`src/rtl/con_sched_pkg.sv`:
```
// Shared types for the conv bus scheduler: FSM state encoding, layer configuration, index-width helper.
// Latency: n/a (types and constants only).
// Backpressure: n/a.
package con_sched_pkg;

    typedef enum logic [2:0] {
        IDLE,
        LOAD,
        COMPUTE,
        TURN_OUT,
        DRIVE,
        TURN_IN
    } sched_state_e;

    typedef struct packed {
        int unsigned fm_w;
        int unsigned fm_h;
        int unsigned nb_ch;
        int unsigned load_beats;
    } sched_cfg_t;

    localparam sched_cfg_t DEFAULT_CFG = '{fm_w: 128, fm_h: 128, nb_ch: 64, load_beats: 9};

    // An extent of 1 still needs a 1-bit index.
    function automatic int unsigned idx_w(input int unsigned extent);
        return (extent > 1) ? $clog2(extent) : 1;
    endfunction

endpackage

```
`src/rtl/coord_counter.sv`:
```
// Nested output-coordinate counter (x innermost, ch outermost), wrapping at the configured extents.
// Latency: coordinates update on the clock edge after adv_i; last_point_o is combinational.
// Backpressure: none; advances exactly once per cycle with adv_i high.
module coord_counter
    import con_sched_pkg::*;
#(
    parameter int unsigned FM_W  = DEFAULT_CFG.fm_w,
    parameter int unsigned FM_H  = DEFAULT_CFG.fm_h,
    parameter int unsigned NB_CH = DEFAULT_CFG.nb_ch
)(
    input  logic                       clk,
    input  logic                       arst_n,
    input  logic                       clr_i,
    input  logic                       adv_i,
    output logic [idx_w(FM_W)-1:0]     x_o,
    output logic [idx_w(FM_H)-1:0]     y_o,
    output logic [idx_w(NB_CH)-1:0]    ch_o,
    output logic                       last_point_o
);

    localparam int unsigned XW = idx_w(FM_W);
    localparam int unsigned YW = idx_w(FM_H);
    localparam int unsigned CW = idx_w(NB_CH);
    localparam logic [XW-1:0] X_LAST  = XW'(FM_W - 1);
    localparam logic [YW-1:0] Y_LAST  = YW'(FM_H - 1);
    localparam logic [CW-1:0] CH_LAST = CW'(NB_CH - 1);

    logic [XW-1:0] x_q, x_d;
    logic [YW-1:0] y_q, y_d;
    logic [CW-1:0] ch_q, ch_d;
    logic          x_wrap, y_wrap, ch_wrap;

    assign x_wrap  = (x_q == X_LAST);
    assign y_wrap  = (y_q == Y_LAST);
    assign ch_wrap = (ch_q == CH_LAST);

    always_comb begin
        x_d  = x_q;
        y_d  = y_q;
        ch_d = ch_q;
        if (clr_i) begin
            x_d  = '0;
            y_d  = '0;
            ch_d = '0;
        end else if (adv_i) begin
            if (!x_wrap) begin
                x_d = x_q + XW'(1);
            end else begin
                x_d = '0;
                if (!y_wrap) begin
                    y_d = y_q + YW'(1);
                end else begin
                    y_d  = '0;
                    ch_d = ch_wrap ? '0 : ch_q + CW'(1);
                end
            end
        end
    end

    always_ff @(posedge clk or negedge arst_n) begin
        if (!arst_n) begin
            x_q  <= '0;
            y_q  <= '0;
            ch_q <= '0;
        end else begin
            x_q  <= x_d;
            y_q  <= y_d;
            ch_q <= ch_d;
        end
    end

    assign x_o          = x_q;
    assign y_o          = y_q;
    assign ch_o         = ch_q;
    assign last_point_o = x_wrap && y_wrap && ch_wrap;

endmodule

```
`src/rtl/con_bus_sched.sv`:
```
// Conv layer sequencer owning the shared con bus: load beats, wait for MAC, drive one tagged result; CON_SCHED_PERF_EN adds perf counters.
// Latency: LOAD_BEATS + 4 cycles per output point minimum (COMPUTE, TURN_OUT, DRIVE, TURN_IN).
// Backpressure: con_valid low stalls LOAD indefinitely; mac_done low holds COMPUTE.
module con_bus_sched
    import con_sched_pkg::*;
#(
    parameter int unsigned FEATURE_MAP_WIDTH  = DEFAULT_CFG.fm_w,
    parameter int unsigned FEATURE_MAP_HEIGHT = DEFAULT_CFG.fm_h,
    parameter int unsigned OUTPUT_NB_CHANNELS = DEFAULT_CFG.nb_ch,
    parameter int unsigned LOAD_BEATS         = DEFAULT_CFG.load_beats
)(
    input  logic                                   clk,
    input  logic                                   arst_n,
    input  logic                                   start,
    output logic                                   running,
    input  logic                                   con_valid,
    output logic                                   con_ready,
    output logic                                   beat_fire,
    output logic [idx_w(LOAD_BEATS)-1:0]           beat_idx,
    output logic                                   mac_clear,
    input  logic                                   mac_done,
    output logic                                   dut_driving_cons,
    output logic                                   output_valid,
    output logic [idx_w(FEATURE_MAP_WIDTH)-1:0]    output_x,
    output logic [idx_w(FEATURE_MAP_HEIGHT)-1:0]   output_y,
    output logic [idx_w(OUTPUT_NB_CHANNELS)-1:0]   output_ch
`ifdef CON_SCHED_PERF_EN
    ,
    output logic [31:0]                            perf_in_beats,
    output logic [31:0]                            perf_stall_cycles
`endif
);

    localparam sched_cfg_t CFG = '{fm_w: FEATURE_MAP_WIDTH, fm_h: FEATURE_MAP_HEIGHT,
                                   nb_ch: OUTPUT_NB_CHANNELS, load_beats: LOAD_BEATS};
    localparam int unsigned BW = idx_w(CFG.load_beats);
    localparam int unsigned XW = idx_w(CFG.fm_w);
    localparam int unsigned YW = idx_w(CFG.fm_h);
    localparam int unsigned CW = idx_w(CFG.nb_ch);
    localparam logic [BW-1:0] LAST_BEAT = BW'(CFG.load_beats - 1);

    sched_state_e  state_q;
    logic [BW-1:0] beat_q;
    logic          running_q, drive_q, ovld_q;
    logic [XW-1:0] out_x_q, cur_x;
    logic [YW-1:0] out_y_q, cur_y;
    logic [CW-1:0] out_ch_q, cur_ch;
    logic          start_acc, last_point;

    assign start_acc = (state_q == IDLE) && start;
    assign con_ready = (state_q == LOAD);
    assign beat_fire = con_ready && con_valid;
    assign beat_idx  = beat_q;
    assign mac_clear = beat_fire && (beat_q == '0);

    coord_counter #(
        .FM_W  (CFG.fm_w),
        .FM_H  (CFG.fm_h),
        .NB_CH (CFG.nb_ch)
    ) u_coord (
        .clk          (clk),
        .arst_n       (arst_n),
        .clr_i        (start_acc),
        .adv_i        (state_q == TURN_IN),
        .x_o          (cur_x),
        .y_o          (cur_y),
        .ch_o         (cur_ch),
        .last_point_o (last_point)
    );

    // Bus ownership is registered so an async reset releases the bus immediately.
    always_ff @(posedge clk or negedge arst_n) begin
        if (!arst_n) begin
            state_q   <= IDLE;
            beat_q    <= '0;
            running_q <= 1'b0;
            drive_q   <= 1'b0;
            ovld_q    <= 1'b0;
            out_x_q   <= '0;
            out_y_q   <= '0;
            out_ch_q  <= '0;
        end else begin
            case (state_q)
                IDLE: begin
                    if (start) begin
                        state_q   <= LOAD;
                        running_q <= 1'b1;
                        beat_q    <= '0;
                    end
                end
                LOAD: begin
                    if (con_valid) begin
                        if (beat_q == LAST_BEAT) begin
                            beat_q  <= '0;
                            state_q <= COMPUTE;
                        end else begin
                            beat_q <= beat_q + BW'(1);
                        end
                    end
                end
                COMPUTE: begin
                    if (mac_done) begin
                        state_q <= TURN_OUT;
                        drive_q <= 1'b1;
                    end
                end
                TURN_OUT: begin
                    state_q  <= DRIVE;
                    ovld_q   <= 1'b1;
                    out_x_q  <= cur_x;
                    out_y_q  <= cur_y;
                    out_ch_q <= cur_ch;
                end
                DRIVE: begin
                    state_q <= TURN_IN;
                    drive_q <= 1'b0;
                    ovld_q  <= 1'b0;
                end
                TURN_IN: begin
                    if (last_point) begin
                        state_q   <= IDLE;
                        running_q <= 1'b0;
                    end else begin
                        state_q <= LOAD;
                    end
                end
                default: state_q <= IDLE;
            endcase
        end
    end

    assign running          = running_q;
    assign dut_driving_cons = drive_q;
    assign output_valid     = ovld_q;
    assign output_x         = out_x_q;
    assign output_y         = out_y_q;
    assign output_ch        = out_ch_q;

`ifdef CON_SCHED_PERF_EN
    logic [31:0] perf_in_q, perf_stall_q;
    logic        stall;

    assign stall = ((state_q == LOAD) && !con_valid) || ((state_q == COMPUTE) && !mac_done);

    always_ff @(posedge clk or negedge arst_n) begin
        if (!arst_n) begin
            perf_in_q    <= '0;
            perf_stall_q <= '0;
        end else if (start_acc) begin
            perf_in_q    <= '0;
            perf_stall_q <= '0;
        end else begin
            if (beat_fire && (perf_in_q != '1)) begin
                perf_in_q <= perf_in_q + 32'd1;
            end
            if (stall && (perf_stall_q != '1)) begin
                perf_stall_q <= perf_stall_q + 32'd1;
            end
        end
    end

    assign perf_in_beats     = perf_in_q;
    assign perf_stall_cycles = perf_stall_q;
`endif

endmodule

```
`config.mk`:
```
export PLATFORM = sky130hd
export DESIGN_NAME = con_bus_sched
export DESIGN_NICKNAME = d
export VERILOG_FILES = /design/src/rtl/con_sched_pkg.sv /design/src/rtl/coord_counter.sv /design/src/rtl/con_bus_sched.sv
export SDC_FILE = /design/constraint.sdc
export NUM_CORES = 1
export LEC_CHECK = 0
export CORE_AREA = 5 5 71 79
export CTS_CLUSTER_SIZE = 14
export DETAILED_ROUTE_END_ITERATION = 7
export DIE_AREA = 0 0 76 84
export HOLD_SLACK_MARGIN = 0.05
export PLACE_DENSITY = 0.78
export RECOVER_POWER = 50
export SLEW_MARGIN = 20
export SYNTH_ARGS = -nofsm -noshare
export SYNTH_HDL_FRONTEND = slang
export SYNTH_SLANG_ARGS = --single-unit
```
`constraint.sdc`:
```
create_clock -name clk -period 2.6 [get_ports clk]
set_input_delay 0.39 -clock clk [delete_from_list [all_inputs] [get_ports clk]]
set_output_delay 0.39 -clock clk [all_outputs]
set_load 0.02 [all_outputs]
```
==> flow_summary.yaml, run 1 <==
drt:
  avgRoutedWirePerCell_um: 14.9
  drtAntennaViolNets: 0
  drc_errors: 0
  vias: 1876
  drtIter0Drc: 93
  viasPerCell: 5.84
  drt-pass1-iter-count: 4
  wl_mm: 4.79
final_layout:
  multiInputGateArea_um2: 1100
  drive_gt1_share_pct: 14.8
  utilization_pct: 61.0
  nFillCells: 412
  regArea_um2: 1250
  antenna_cells: 0
  area_growth_pct: 19.3
  final_nets: 272
grt:
  antenna_found_initial: 0
  grt_pass1_wl_mm: 8.70
  grtUsageTotal_pct: 16.4
  grt_start_max_net_pins: 24
  grt_pass1_vias: 1917
  gr-total-overflow: 0
synth:
  synth-compound-area-share_pct: 15.4
  synth_edf_count: 0
  yosysWarnings: 0
  synthSimpleGateAreaFrac_pct: 15.5
  ys_top_cells_by_count: "50 x dfrtp_1, 23 x mux2_2, 18 x nand2_1"
  yosysTopAreaCellShare_pct: 50.6
  synth_xor_area_share_pct: 0.709
  yosysSeqAreaShare_pct: 50.6
  synth_top_family_by_area: "simple AND/OR/NAND/NOR gates"
  synth_most_common_cell: "dfrtp_1"
  syn_nets: 235
  synthesis.area_um2: 2470
  async_flop_share_pct: 100
  yosys-top-cells-area: "dfrtp_1 51%, mux2_2 10%, nand2_1 2.7%"
  synth_cell_types: 47
  ys_ff_latch: 50
  synth_fa_ha_area_share_pct: 2.53
  synth-main-ff-cell: "dfrtp_1"
  syn_inst: 225
  synthMuxAreaShare_pct: 10.9
  synth_largest_area_cell: "dfrtp_1"
  synth.avg_cell_area_um2: 11.0
floorplan:
  initial_utilization_pct: 51.2
  ios: 35
  die_w_um: 76
  die_h_um: 84
  placementRows: 27
  coreArea_um2: 4830
  die-area_um2: 6380
cts:
  cts_resized: 0
  clockBufferDepth: 2
  root_buffer: "clkbuf_8"
  cts_made_buffers: 5
  post-cts-setup-buffer-count: 0
  cts.clk_slew.worst_paths_ns: 0.09
  cts_tree: "built"
  htreeDepth: 2
  cts_sinks: 50
  clock_latency_ns: 0.30
  cts.hold.buffers_added: 0
critical_path:
  slowest_stage: "nor4b_1"
  crit_type: "primary input to flop"
  path_max_fanout: 12
  slowest_delay_ns: 0.57
  path_depth: 5
  start_kind: "primary input"
  cp.required_ns: 2.83
  cp_cell_sequence: "clkdlybuf4s50_1 -> nor4b_1 -> a31oi_1 -> or4_1 -> a21oi_1"
  r2r-start: "state_q[1]"
  worstSetupStartpoint: "start"
  cp.arrival_ns: 2.57
  endpoint_kind: "flop"
  cp_num_buf_inv: 1
  cpLargestDelayFamily: "simple AND/OR/NAND/NOR gates"
  r2r_cells: 4
sta:
  period_share_pct: 90.2
  period_needed_ns: 2.34
  fin_tns_setup_ns: 0
  slew_headroom_pct: 17.1
  clock.fmax_ghz: 0.426
  drv_slew: 0
  setup-violations-final: 0
  worst_slew_pin_slew_ns: 1.24
  hold_viol: 0
  worst_slack_ns: 0.255
  rsz0062_at_grt: "false"
  fin_skew_ns: 0.00778
  worst_hold_slack_ns: 0.325
job:
  drv_cap: 0
placement:
  dp_hpwl_mm: 3.47
  place.port_buffers: 34
  pre_cts_ws_ns: 0.226
  place_congestion: 0.842
hold_path:
  hold_class: "primary input to asynchronous set/reset pin"
power_and_ir_drop:
  power_leakage_nw: 1.27
  total_power_mw: 3.22
  vdd_drop_max_mv: 0.523
  power_density_nw_per_um2: 1090
run_status:
  status: "complete, no violations"
[registers in the layout, indices dropped and copies added, names as in the netlist]
| signal | flops |
|---|---|
| output_x | 7 |
| u_coord.x_o | 7 |
| output_ch | 6 |
| running | 1 |
| dut_driving_cons | 1 |
| beat_idx | 4 |
| output_valid | 1 |
| output_y | 7 |
| state_q | 3 |
| u_coord.y_o | 7 |
| u_coord.ch_o | 6 |
[per-layer routing]
metal,wire length [um],vias to the layer above,share of wire [%],global-route usage (%)
met4,79,0,1.6,5.83
met3,187,8,3.9,3.56
met2,2340,37,49,27.6
li1,-,916,-,-
met1,2180,915,46,20.5
met5,0,-,0,0
[power by group]
part,leakage [nW],total [mW],internal (mW),switching (mW)
clock,0.0585,0.550,0.288,0.261
combinational,0.570,1.41,0.661,0.748
sequential,0.645,1.26,1.02,0.241
[metrics by stage]
stage	instance area, um2	std cells
floorplan	2470	225
global placement	2860	313
detailed placement	2860	313
CTS	2970	321
global route	2950	321
finish	2950	321
[path summary, 6_finish.rpt]
kind	to	slack, ns
worst max register to register	u_coord.y_o[3]	0.33
max in group asynchronous	u_coord.ch_o[0]	0.91
worst min-delay path	u_coord.y_o[4]	0.32
worst max-delay path	u_coord.y_o[3]	0.26
min in group clk	output_valid	0.50
worst min register to register	output_valid	0.50
[worst register-to-register path, cell delays in order, from the launching register on]
cell and delay (ns):
dfrtp_1 0.50, nor4b_1 0.64, a31oi_1 0.33, or4_1 0.58, a21oi_1 0.17
[kinds of logic after synthesis]
family | count (synthesis)
muxes | 24
and+or+nand+nor | 67
AOI/OAI and AO/OA | 57
DFF | 50
buffers and inverters | 20
adders and majority gates | 5
xor gates and xnor gates | 2
[area by class of cell]
cell class                 count  area share (%)
clock inverter                 3            1.48
clock buffer                   5            2.33
sequential                    50            42.4
multi-input combinational    155            37.2
inverter                       8            1.02
tap                           58            2.46
timing repair buffer          42            13.1
[layout by cell type, fill, tap and decap left out, types with 4 or more instances in the layout]
cell type / Yosys / layout
a21oi_1: 13 / 13
nand3_1: 12 / 12
nor2_1: 9 / 9
o31ai_1: 6 / 6
ha_1: 5 / 5
clkbuf_8: 0 / 5
nand2_1: 18 / 18
mux2_2: 23 / 23
clkdlybuf4s50_1: 0 / 26
buf_4: 0 / 5
or4_1: 7 / 7
nand4_1: 4 / 4
dfrtp_1: 50 / 50
dlygate4sd3_1: 0 / 6
o21ai_0: 12 / 12
clkbuf_1: 5 / 4
inv_1: 8 / 8
Power figures use the tool's default switching activity.
==> run 2, diff against run 1 <==
--- a/config.mk
+++ b/config.mk
@@ -9,6 +9,7 @@
 export CTS_CLUSTER_SIZE = 14
 export DETAILED_ROUTE_END_ITERATION = 7
 export DIE_AREA = 0 0 76 84
+export GPL_TIMING_DRIVEN = 0
 export HOLD_SLACK_MARGIN = 0.05
 export PLACE_DENSITY = 0.78
 export RECOVER_POWER = 50
==> run 2 against run 1 <==
Compared with the run above: global-route usage up 0.61 points; clock power down 17%; sequential power down 3%; register-to-register slack better by 0.04 ns.
==> flow_summary.yaml, run 2 (synthesis results as in run 1) <==
cts:
  root_buffer: "clkbuf_8"
  cts.clk_slew.worst_paths_ns: 0.09
  cts_made_buffers: 5
  htreeDepth: 2
  cts_tree: "built"
  cts_sinks: 50
  cts.hold.buffers_added: 0
  clockBufferDepth: 2
  clock_latency_ns: 0.31
final_layout:
  antenna_cells: 0
  final_common_cell: "dfrtp_1"
  drive_gt1_share_pct: 16.0
  multiInputGateArea_um2: 1120
  most-common-layout-cells: "50 x dfrtp_1, 23 x mux2_2, 21 x clkdlybuf4s50_1, 18 x nand2_1, 13 x a21oi_1"
  nFillCells: 433
  regArea_um2: 1250
  final_nets: 277
  final_area_um2: 2980
  area_growth_pct: 20.5
sta:
  hold_viol: 0
  fin_skew_ns: 0.00755
  fin_tns_setup_ns: 0
  drv_slew: 0
  slew_headroom_pct: 17.9
  setup-violations-final: 0
  clock.fmax_ghz: 0.416
  worst_slew_pin_slew_ns: 1.23
  rsz0062_at_grt: "false"
  period_needed_ns: 2.40
  period_share_pct: 92.4
critical_path:
  cp.required_ns: 2.21
  endpoint_kind: "output port"
  cp.arrival_ns: 2.01
  crit_type: "flop to output port"
  start_kind: "flop"
  path_max_fanout: 10
run_status:
  status: "complete, no violations"
grt:
  gr-total-overflow: 0
  grt_start_max_net_pins: 51
  grtUsageTotal_pct: 17.0
  antenna_found_initial: 0
  grt_pass1_vias: 1853
  grt_pass1_wl_mm: 8.92
placement:
  dp_hpwl_mm: 3.57
  place.port_buffers: 34
  dpl_cell_area_um2: 2880
  place_congestion: 0.871
hold_path:
  hold_class: "primary input to asynchronous set/reset pin"
power_and_ir_drop:
  power_leakage_nw: 1.28
  power_density_nw_per_um2: 1080
  vdd_drop_max_mv: 0.605
floorplan:
  placementRows: 27
  initial_utilization_pct: 51.2
  coreArea_um2: 4830
  ios: 35
  die_w_um: 76
  die_h_um: 84
  die-area_um2: 6380
drt:
  vias: 1957
  viasPerCell: 6.00
  drtAntennaViolNets: 0
  wl_mm: 5.04
  drc_errors: 0
  avgRoutedWirePerCell_um: 15.4
  drt-pass1-iter-count: 4
  drtIter0Drc: 140
job:
  drv_cap: 0
-- run 2: cell count changes in the layout (fill, tap and decap cells not counted), moves of 2 or more --
cell / delta
buf_2: +3
clkbuf_1: +2
dlygate4sd3_1: +5
buf_4: -4
buf_6: +4
clkdlybuf4s50_1: -5
-- run 2: worst max-delay path, stage by stage, from the launching register on --
cell,delay [ns]
dfrtp_1,0.42
clkbuf_1,0.25
nor3b_4,0.25
buf_4,0.18
clkdlybuf4s50_1,0.60
-- run 2: final cells by class --
| class | instances | share of cell area [%] |
|---|---|---|
| flip-flops and latches | 50 | 42.0 |
| multi-input cells | 155 | 37.5 |
| repair buffers | 35 | 11.5 |
| plain buffers | 12 | 2.65 |
| clock buffers | 6 | 2.44 |
| well taps | 58 | 2.44 |
| inverters | 8 | 1.01 |
| clock inverters | 2 | 0.462 |
-- run 2: metal layers --
layer | routed length [um] | up-vias | GRT usage, %
li1 | - | 934 | -
met1 | 2200 | 978 | 22.3
met2 | 2530 | 37 | 27.2
met3 | 207 | 8 | 3.78
met4 | 99 | 0 | 6.47
met5 | 0 | - | 0
-- run 2: through the flow --
stage,setup slack [ns],util (%),std cells,hold WS [ns],power (mW)
6_report,0.197,61.7,326,0.332,3.21
5_1_grt,0.0323,61.7,326,0.443,3.46
4_1_cts,0.194,61.7,326,0.114,3.27
3_5_place_dp,-0.0364,59.7,317,0.456,2.78
3_3_place_gp,-0.326,59.7,317,0.483,2.73
2_1_floorplan,0.143,-,225,0.0944,2.21
-- run 2: repair_timing --
item	CTS	global route
buffers inserted	1	0
endpoints found under the setup margin	2	0
gates resized for setup	2	0
-- run 2: power breakdown --
part	switching, mW	total [mW]	internal (mW)	leakage (nW)
clock	0.264	0.454	0.190	0.0452
combinational	0.836	1.53	0.698	0.590
sequential	0.202	1.22	1.02	0.645
total	1.30	3.21	1.91	1.28
-- run 2: path summary, 6_finish.rpt --
check                                      end  slack, ns    startpoint  cells past startpoint
worst min-delay path            u_coord.y_o[2]       0.33        arst_n                      1
min in group clk                  output_ch[0]       0.50  output_ch[0]                      1
worst max-delay path                 con_ready       0.20    state_q[2]                      4
worst max register to register  u_coord.y_o[3]       0.37    state_q[1]                      7
worst min register to register    output_ch[0]       0.50  output_ch[0]                      1
max in group asynchronous       u_coord.y_o[4]       1.53        arst_n                      1
